--- config.mk ---
export PLATFORM = sky130hd
export DESIGN_NAME = riscv_str_ops_issue_flat
export DESIGN_NICKNAME = d
export VERILOG_FILES = /design/src/rtl/riscv_str_ops_issue_if.sv /design/src/rtl/riscv_str_ops_issue.sv /design/src/flat_wrapper.sv
export SDC_FILE = /design/constraint.sdc
export NUM_CORES = 1
export LEC_CHECK = 0
export BUFFER_PORTS_ARGS = -buffer_cell sky130_fd_sc_hd__buf_2
export CORE_MARGIN = 3
export CORE_UTILIZATION = 30
export DETAILED_ROUTE_END_ITERATION = 12
export GPL_TIMING_DRIVEN = 0
export SLEW_MARGIN = 20
export SYNTH_ARGS = -nofsm -noshare
export SYNTH_HDL_FRONTEND = slang
export SYNTH_SLANG_ARGS = --single-unit
--- constraint.sdc ---
create_clock -name clk -period 4.6 [get_ports clk]
set_input_delay 0.69 -clock clk [delete_from_list [all_inputs] [get_ports clk]]
set_output_delay 0.69 -clock clk [all_outputs]
set_load 0.005 [all_outputs]
--- src/rtl/riscv_str_ops_issue_if.sv ---
// Bundles the three buses around the string-op issue stage:
// the EX request channel, the datapath issue port, and the writeback result channel.
interface riscv_str_ops_issue_if #(
    parameter int OP_WIDTH = 3
);
    logic                flush_i;
    logic                in_valid_i;
    logic                in_ready_o;
    logic [OP_WIDTH-1:0] in_operator_i;
    logic [31:0]         in_operand_i;
    logic                str_enable_o;
    logic [OP_WIDTH-1:0] str_operator_o;
    logic [31:0]         str_operand_o;
    logic [31:0]         str_result_i;
    logic                out_valid_o;
    logic                out_ready_i;
    logic [31:0]         out_data_o;
    logic                out_nul_o;
    logic [2:0]          out_len_o;
    logic                busy_o;

    // Issue stage side
    modport slave (
        input  flush_i, in_valid_i, in_operator_i, in_operand_i, str_result_i, out_ready_i,
        output in_ready_o, str_enable_o, str_operator_o, str_operand_o,
               out_valid_o, out_data_o, out_nul_o, out_len_o, busy_o
    );

    // EX / datapath / writeback side
    modport master (
        output flush_i, in_valid_i, in_operator_i, in_operand_i, str_result_i, out_ready_i,
        input  in_ready_o, str_enable_o, str_operator_o, str_operand_o,
               out_valid_o, out_data_o, out_nul_o, out_len_o, busy_o
    );
endinterface

--- src/rtl/riscv_str_ops_issue.sv ---
// String-op issue stage: small FIFO of requests, one-cycle issue to the
// combinational datapath, registered result with NUL-terminator annotation.
module riscv_str_ops_issue #(
    parameter int DEPTH    = 2,
    parameter int OP_WIDTH = 3   // string-op operator field width
) (
    input  logic                  clk,
    input  logic                  rst,
    riscv_str_ops_issue_if.slave  bus
);
    localparam int            PW       = (DEPTH > 1) ? $clog2(DEPTH) : 1;
    localparam logic [PW:0]   FULL_CNT = (PW+1)'(DEPTH);

    logic [OP_WIDTH-1:0] op_mem_q  [DEPTH];
    logic [31:0]         opd_mem_q [DEPTH];

    logic [PW-1:0] wr_ptr_q, wr_ptr_d, rd_ptr_q, rd_ptr_d;
    logic [PW:0]   cnt_q, cnt_d;
    logic          out_valid_q, out_valid_d;
    logic [31:0]   out_data_q, out_data_d;
    logic          out_nul_q, out_nul_d;
    logic [2:0]    out_len_q, out_len_d;

    logic          full, empty, push, issue;
    logic [OP_WIDTH-1:0] head_op;
    logic [31:0]   head_opd;
    logic [2:0]    head_len;

    // Ready comes from the registered count only, so a pop never re-opens a full FIFO early.
    assign full  = (cnt_q == FULL_CNT);
    assign empty = (cnt_q == '0);
    assign push  = bus.in_valid_i && !full;
    assign issue = !empty && (!out_valid_q || bus.out_ready_i) && !bus.flush_i;

    assign head_op  = empty ? '0 : op_mem_q[rd_ptr_q];
    assign head_opd = empty ? '0 : opd_mem_q[rd_ptr_q];

    assign bus.in_ready_o     = !full;
    assign bus.str_enable_o   = issue;
    assign bus.str_operator_o = head_op;
    assign bus.str_operand_o  = head_opd;
    assign bus.out_valid_o    = out_valid_q;
    assign bus.out_data_o     = out_data_q;
    assign bus.out_nul_o      = out_nul_q;
    assign bus.out_len_o      = out_len_q;
    assign bus.busy_o         = !empty || out_valid_q;

    // First zero byte of the head operand, scanning from byte 0 upward; 4 means none.
    always_comb begin
        head_len = 3'd4;
        for (int i = 3; i >= 0; i--) begin
            if (head_opd[8*i +: 8] == 8'h00) head_len = 3'(i);
        end
    end

    // Next-state: flush wins over push/issue; otherwise push, issue/pop and drain.
    always_comb begin
        wr_ptr_d    = wr_ptr_q;
        rd_ptr_d    = rd_ptr_q;
        cnt_d       = cnt_q;
        out_valid_d = out_valid_q;
        out_data_d  = out_data_q;
        out_nul_d   = out_nul_q;
        out_len_d   = out_len_q;
        if (bus.flush_i) begin
            wr_ptr_d    = '0;
            rd_ptr_d    = '0;
            cnt_d       = '0;
            out_valid_d = 1'b0;
        end else begin
            if (push) wr_ptr_d = wr_ptr_q + PW'(1);
            if (issue) begin
                rd_ptr_d    = rd_ptr_q + PW'(1);
                out_valid_d = 1'b1;
                out_data_d  = bus.str_result_i;
                out_nul_d   = (head_len != 3'd4);
                out_len_d   = head_len;
            end else if (bus.out_ready_i) begin
                out_valid_d = 1'b0;
            end
            case ({push, issue})
                2'b10:   cnt_d = cnt_q + (PW+1)'(1);
                2'b01:   cnt_d = cnt_q - (PW+1)'(1);
                default: cnt_d = cnt_q;
            endcase
        end
    end

    // State register with synchronous reset.
    always_ff @(posedge clk) begin
        if (rst) begin
            wr_ptr_q    <= '0;
            rd_ptr_q    <= '0;
            cnt_q       <= '0;
            out_valid_q <= 1'b0;
            out_data_q  <= '0;
            out_nul_q   <= 1'b0;
            out_len_q   <= '0;
        end else begin
            wr_ptr_q    <= wr_ptr_d;
            rd_ptr_q    <= rd_ptr_d;
            cnt_q       <= cnt_d;
            out_valid_q <= out_valid_d;
            out_data_q  <= out_data_d;
            out_nul_q   <= out_nul_d;
            out_len_q   <= out_len_d;
        end
    end

    // FIFO storage; contents are only meaningful below the count, so no reset needed.
    always_ff @(posedge clk) begin
        if (push && !bus.flush_i) begin
            op_mem_q[wr_ptr_q]  <= bus.in_operator_i;
            opd_mem_q[wr_ptr_q] <= bus.in_operand_i;
        end
    end
endmodule

--- src/flat_wrapper.sv ---
// flat-port wrapper written by rule: the top's interface ports become plain ports
module riscv_str_ops_issue_flat 
#(
    parameter int DEPTH    = 2,
    parameter int OP_WIDTH = 3                                    
)
  (clk, rst, bus_flush_i, bus_in_valid_i, bus_in_operator_i, bus_in_operand_i, bus_str_result_i, bus_out_ready_i, bus_in_ready_o, bus_str_enable_o, bus_str_operator_o, bus_str_operand_o, bus_out_valid_o, bus_out_data_o, bus_out_nul_o, bus_out_len_o, bus_busy_o);
  riscv_str_ops_issue_if #(.OP_WIDTH(OP_WIDTH)) bus_i ();
  input  logic clk;
  input  logic rst;
  input wire logic [$bits(bus_i.flush_i)-1:0] bus_flush_i;
  input wire logic [$bits(bus_i.in_valid_i)-1:0] bus_in_valid_i;
  input wire logic [$bits(bus_i.in_operator_i)-1:0] bus_in_operator_i;
  input wire logic [$bits(bus_i.in_operand_i)-1:0] bus_in_operand_i;
  input wire logic [$bits(bus_i.str_result_i)-1:0] bus_str_result_i;
  input wire logic [$bits(bus_i.out_ready_i)-1:0] bus_out_ready_i;
  output wire logic [$bits(bus_i.in_ready_o)-1:0] bus_in_ready_o;
  output wire logic [$bits(bus_i.str_enable_o)-1:0] bus_str_enable_o;
  output wire logic [$bits(bus_i.str_operator_o)-1:0] bus_str_operator_o;
  output wire logic [$bits(bus_i.str_operand_o)-1:0] bus_str_operand_o;
  output wire logic [$bits(bus_i.out_valid_o)-1:0] bus_out_valid_o;
  output wire logic [$bits(bus_i.out_data_o)-1:0] bus_out_data_o;
  output wire logic [$bits(bus_i.out_nul_o)-1:0] bus_out_nul_o;
  output wire logic [$bits(bus_i.out_len_o)-1:0] bus_out_len_o;
  output wire logic [$bits(bus_i.busy_o)-1:0] bus_busy_o;
  assign bus_i.flush_i = bus_flush_i;
  assign bus_i.in_valid_i = bus_in_valid_i;
  assign bus_i.in_operator_i = bus_in_operator_i;
  assign bus_i.in_operand_i = bus_in_operand_i;
  assign bus_i.str_result_i = bus_str_result_i;
  assign bus_i.out_ready_i = bus_out_ready_i;
  assign bus_in_ready_o = bus_i.in_ready_o;
  assign bus_str_enable_o = bus_i.str_enable_o;
  assign bus_str_operator_o = bus_i.str_operator_o;
  assign bus_str_operand_o = bus_i.str_operand_o;
  assign bus_out_valid_o = bus_i.out_valid_o;
  assign bus_out_data_o = bus_i.out_data_o;
  assign bus_out_nul_o = bus_i.out_nul_o;
  assign bus_out_len_o = bus_i.out_len_o;
  assign bus_busy_o = bus_i.busy_o;
  riscv_str_ops_issue #(.DEPTH(DEPTH), .OP_WIDTH(OP_WIDTH)) u_core (.clk(clk), .rst(rst), .bus(bus_i));
endmodule
# Word level (Yosys, flattened, before mapping)
# Memory sizes are Yosys's and may differ from the RTL's. A register that Yosys moved wholly into a read port is not among the register bits.
# Index checks and enable logic that the tools add are counted.
# totals
mem_bits_rw	70
register_bits	41
memories	2
in_bits	72
elab_cells	52
out_inout_bits	75
# op_classes
bitwise	1
eq_ne	4
addsub	4
muxes	15
n_reduce_logical	19
# memory_table
name	depth	word_bits	read_ports	rd_clocked_by_memory_dff	wr	line_no	rtl
u_core.opd_mem_q	2	32	1	1	1	riscv_str_ops_issue.sv:15	logic [31:0] opd_mem_q [DEPTH];
u_core.op_mem_q	2	3	1	1	1	riscv_str_ops_issue.sv:14	logic [OP_WIDTH-1:0] op_mem_q [DEPTH];
# op_table
cell	count
8-bit logical NOT	4
32-bit two-way mux	1
3-bit two-way mux	5
1-bit two-way mux	8
2-bit equality test (second input constant)	2
1-bit logical AND	4
1-bit logical NOT	4
2-bit one-hot mux with 2 select lines	1
2-bit nonzero test	2
3-bit inequality test (second input constant)	1
1-bit adder (second input constant)	2
2-bit by 1-bit adder with 2-bit output (second input constant)	1
2-bit by 1-bit equality test with 1-bit output (second input constant)	1
2-bit logical NOT	1
1-bit logical OR	2
2-bit AND reduction	1
2-bit OR reduction	1
2-bit by 1-bit subtractor with 2-bit output (second input constant)	1
1-bit NOT	1

# Logic depth before layout (Yosys ltp)
# logic_depth
depth_word	8
depth_mapped	11
ltp_nobuf	8

# Least setup slack after synthesis
# No wires, ideal clock.
# synth_path
kind	input to register
from	input bus_flush_i
to	memory u_core.op_mem_q[1][0], enable pin
arrival_time_ns	3.464
slack_ns	0.658
required_time_ns	4.122
cell_stages	2
setup_ns	0.478
n_path_buf	1
cell_sequence	buf_2 > nor3b_1
# synth_between
elab_chain_cells	4
# synth_lines
item	line_no	rtl
start, declared	flat_wrapper.sv:11	input wire logic [$bits(bus_i.flush_i)-1:0] bus_flush_i;
1-bit logical NOT	riscv_str_ops_issue.sv:112	if (push && !bus.flush_i) begin
1-bit logical AND	riscv_str_ops_issue.sv:112	
1-bit two-way mux	riscv_str_ops_issue.sv:112	
1-bit two-way mux (not written as such)	riscv_str_ops_issue.sv:113	op_mem_q[wr_ptr_q] <= bus.in_operator_i;
end, declared	riscv_str_ops_issue.sv:14	
# No other way between the ends.

# Final worst setup path
# layout_path
from	register u_core.cnt_q[0]
to	output bus_str_operand_o[4]
# layout_between
elab_chain_cells	2
# layout_lines
item	line_no	rtl
start, declared	riscv_str_ops_issue.sv:18	logic [PW:0] cnt_q, cnt_d;
start signal, assigned	riscv_str_ops_issue.sv:102	cnt_q <= cnt_d;
2-bit logical NOT	riscv_str_ops_issue.sv:31	assign empty = (cnt_q == '0);
32-bit two-way mux	riscv_str_ops_issue.sv:36	assign head_opd = empty ? '0 : opd_mem_q[rd_ptr_q];
end, declared	flat_wrapper.sv:20	output wire logic [$bits(bus_i.str_operand_o)-1:0] bus_str_operand_o;
# No other way between the ends.

==> results.toml <==
[outcome]
status = "finished, final reports clean"

[die]
die-area_um2 = 15970
die_w_um = 126.4
start_util_pct = 30.95
ios = 147
die_y_um = 126.4
rows = 43
core_area_um2 = 14040

[critical_path]
crit_required_ns = 3.91
crit_path_end_kind = "primary output"
setup.worst_path.class = "register to primary output"
worst_setup_path_start_kind = "register"
worstPathArrival_ns = 2.00
crit_path_max_fanout = 10

[global_routing]
grt_pass1_wl_um = 16270
grtUsageTotal_pct = 12.89
overflow = 0
grt_max_degree = 21
grt_pass1_vias = 3327
antenna_found_initial = 0

[logic_synthesis]
synth-seq-cells = 112
synthCells = 356
synth_area_um2 = 4347
synth.top_cells.by_area = "edfxtp_1 48%, dfxtp_1 19%, mux2i_1 8.1%"
ys_seq_area_share_pct = 67.70
synth_top_area_share_pct = 48.36
synth_top_area_cell = "edfxtp_1"
ys_warn_count = 0
avgSynthCellArea_um2 = 12.21
synth_fp_nets = 429
synth.distinct_cells = 39

[drt]
remaining_drc_errors = 0
dr.pass1.iters = 4
routed_wl_um = 10410
drt_iter0_markers = 104
wl_per_cell_um = 14.79
detail-route-antenna-nets = 0
vias = 3240
via_per_inst = 4.602

[finish]
area_delta_synth_final_pct = 30.11
fillers = 1378
diodes = 0
drive_gt1_share_pct = 36.07
nNetsFinal = 592
fin_cells = 704
fin_util_pct = 40.27

[worst_hold_path]
hp-class = "register to register"

[power]
p_leak_nw = 2.227
peakVddDrop_uv = 210.3
power_density_nw_per_um2 = 365.3

[timing]
fin_crit_ns = 2.686
worst_slack_ns = 1.914
max_freq_ghz = 0.3723
slew_viol_final = 0
tightest_slew_ns = 0.6307
rsz0062_at_grt = "false"
hold_ws_ns = 0.4554
setup_viol = 0
min_period_over_period_pct = 58.39
hold_viol_final = 0
skew_ns = 0.01159
max-slew-margin-rel_pct = 57.57

[flow_run]
cap_viol_max_count = 0

[clocking]
cts_sinks = 112
cts_resized = 0
cts-buffers-inserted = 9
cts_setup_buffers = 0
holdBufCountCts = 0
cts_max_level = 3
clk_pin_slew_ns = 0.07
clockRootBuffer = "clkbuf_16"
clk_latency_ns = 0.35
tritoncts = "built"
clock_path_buffers = 2

[place]
gp_congestion = 0.8112
portBuffers = 144
placedCellCount = 688
dp_slack_ns = 2.032
dpl.hpwl_um = 8056
## layout make-up
class / instances / area, um^2 / share of cell area [%]
buffer: 23 / 131.4 / 2.323
timing repair buffer: 152 / 788.3 / 13.94
tap: 180 / 225.2 / 3.982
inverter: 2 / 12.51 / 0.2212
clock inverter: 6 / 56.30 / 0.9956
multi-input combinational: 219 / 1270 / 22.46
sequential: 112 / 2943 / 52.04
clock buffer: 10 / 229.0 / 4.049
## metrics by stage
stage	total power (W)	setup TNS, ns	instance area (um^2)
floorplan	0.001239	0	4347
global placement	0.001336	-58.61	5293
detailed placement	0.001345	0	5370
CTS	0.002103	0	5655
global route	0.002162	0	5655
finish	0.002066	0	5655
## synth_stat cells, drive strengths merged
cell type / count
nand2: 66
o21ai: 3
nor2b: 1
nand2b: 1
nor3b: 1
xnor2: 3
nor3: 11
nor4b: 2
or3: 2
a32o: 1
nand3: 1
or4: 1
edfxtp: 70
o22ai: 1
mux2i: 35
nor4: 5
o41ai: 1
a22oi: 1
nor2: 40
buf: 17
a21oi: 35
ha: 1
inv: 2
a31oi: 1
xor2: 2
o32ai: 1
clkbuf: 6
dfxtp: 42
a41oi: 3
## cells in the final DEF, fill, tap and decap left out, types with 5 or more instances in the layout
| master | Yosys | final |
|---|---|---|
| buf_2 | 6 | 150 |
| nor2_1 | 39 | 39 |
| nor3_1 | 11 | 10 |
| buf_4 | 3 | 9 |
| clkbuf_16 | 0 | 9 |
| a21oi_1 | 35 | 35 |
| nand2_1 | 66 | 66 |
| buf_1 | 5 | 5 |
| clkbuf_1 | 6 | 7 |
| dfxtp_1 | 42 | 42 |
| edfxtp_1 | 70 | 70 |
| mux2i_1 | 35 | 35 |
## critical path: stages (launching register included)
cell,delay (ns)
dfxtp_1,0.29
buf_2,0.17
nor2_4,0.19
buf_2,0.29
buf_1,0.45
nor2_1,0.11
buf_2,0.15
## layer usage
| layer | vias to the layer above | global-route usage [%] | part of all wire (%) |
|---|---|---|---|
| met5 | - | 0 | 0 |
| met4 | 0 | 4.164 | 1.0 |
| met3 | 10 | 4.589 | 7.4 |
| met2 | 124 | 20.83 | 47 |
| met1 | 1517 | 16.21 | 45 |
| li1 | 1589 | - | - |
## sequential cells by signal (all words and copies together) (netlist names), named ones only
signal,cells
u_core.bus.out_data_o,32
u_core.bus.out_len_o,3
u_core.bus.out_nul_o,1
u_core.bus.out_valid_o,1
u_core.cnt_q,2
u_core.op_mem_q,6
u_core.opd_mem_q,64
u_core.rd_ptr_q,1
u_core.wr_ptr_q,1
## worst paths after layout
kind	from	slack, ns	cells past startpoint	end
worst max-delay path	u_core.cnt_q[0]	1.91	6	bus_str_operand_o[4]
worst min-delay path	u_core.bus.out_data_o[9]	0.46	2	u_core.bus.out_data_o[9]
worst min register to register	u_core.bus.out_data_o[9]	0.46	2	u_core.bus.out_data_o[9]
worst max register to register	u_core.cnt_q[0]	2.43	7	u_core.opd_mem_q[1][4]
## cell families after synthesis
family | Yosys count | synth area share [%]
compound gates | 47 | 6.304
xor+xnor | 5 | 1.008
fa+ha+maj | 1 | 0.2878
buf+inv | 25 | 3.310
flops | 112 | 67.70
mux | 35 | 8.060
simple gates | 131 | 13.33
## power breakdown
part | switching (W) | total [W] | internal, W | leakage (nW)
clock | 0.000369 | 0.000750 | 0.000381 | 0.138
sequential | 0.0000130 | 0.00111 | 0.00110 | 0.983
combinational | 0.000115 | 0.000202 | 0.0000864 | 1.11
total | 0.000497 | 0.00207 | 0.00157 | 2.23
Note: power is estimated with default switching activity, not from simulation.
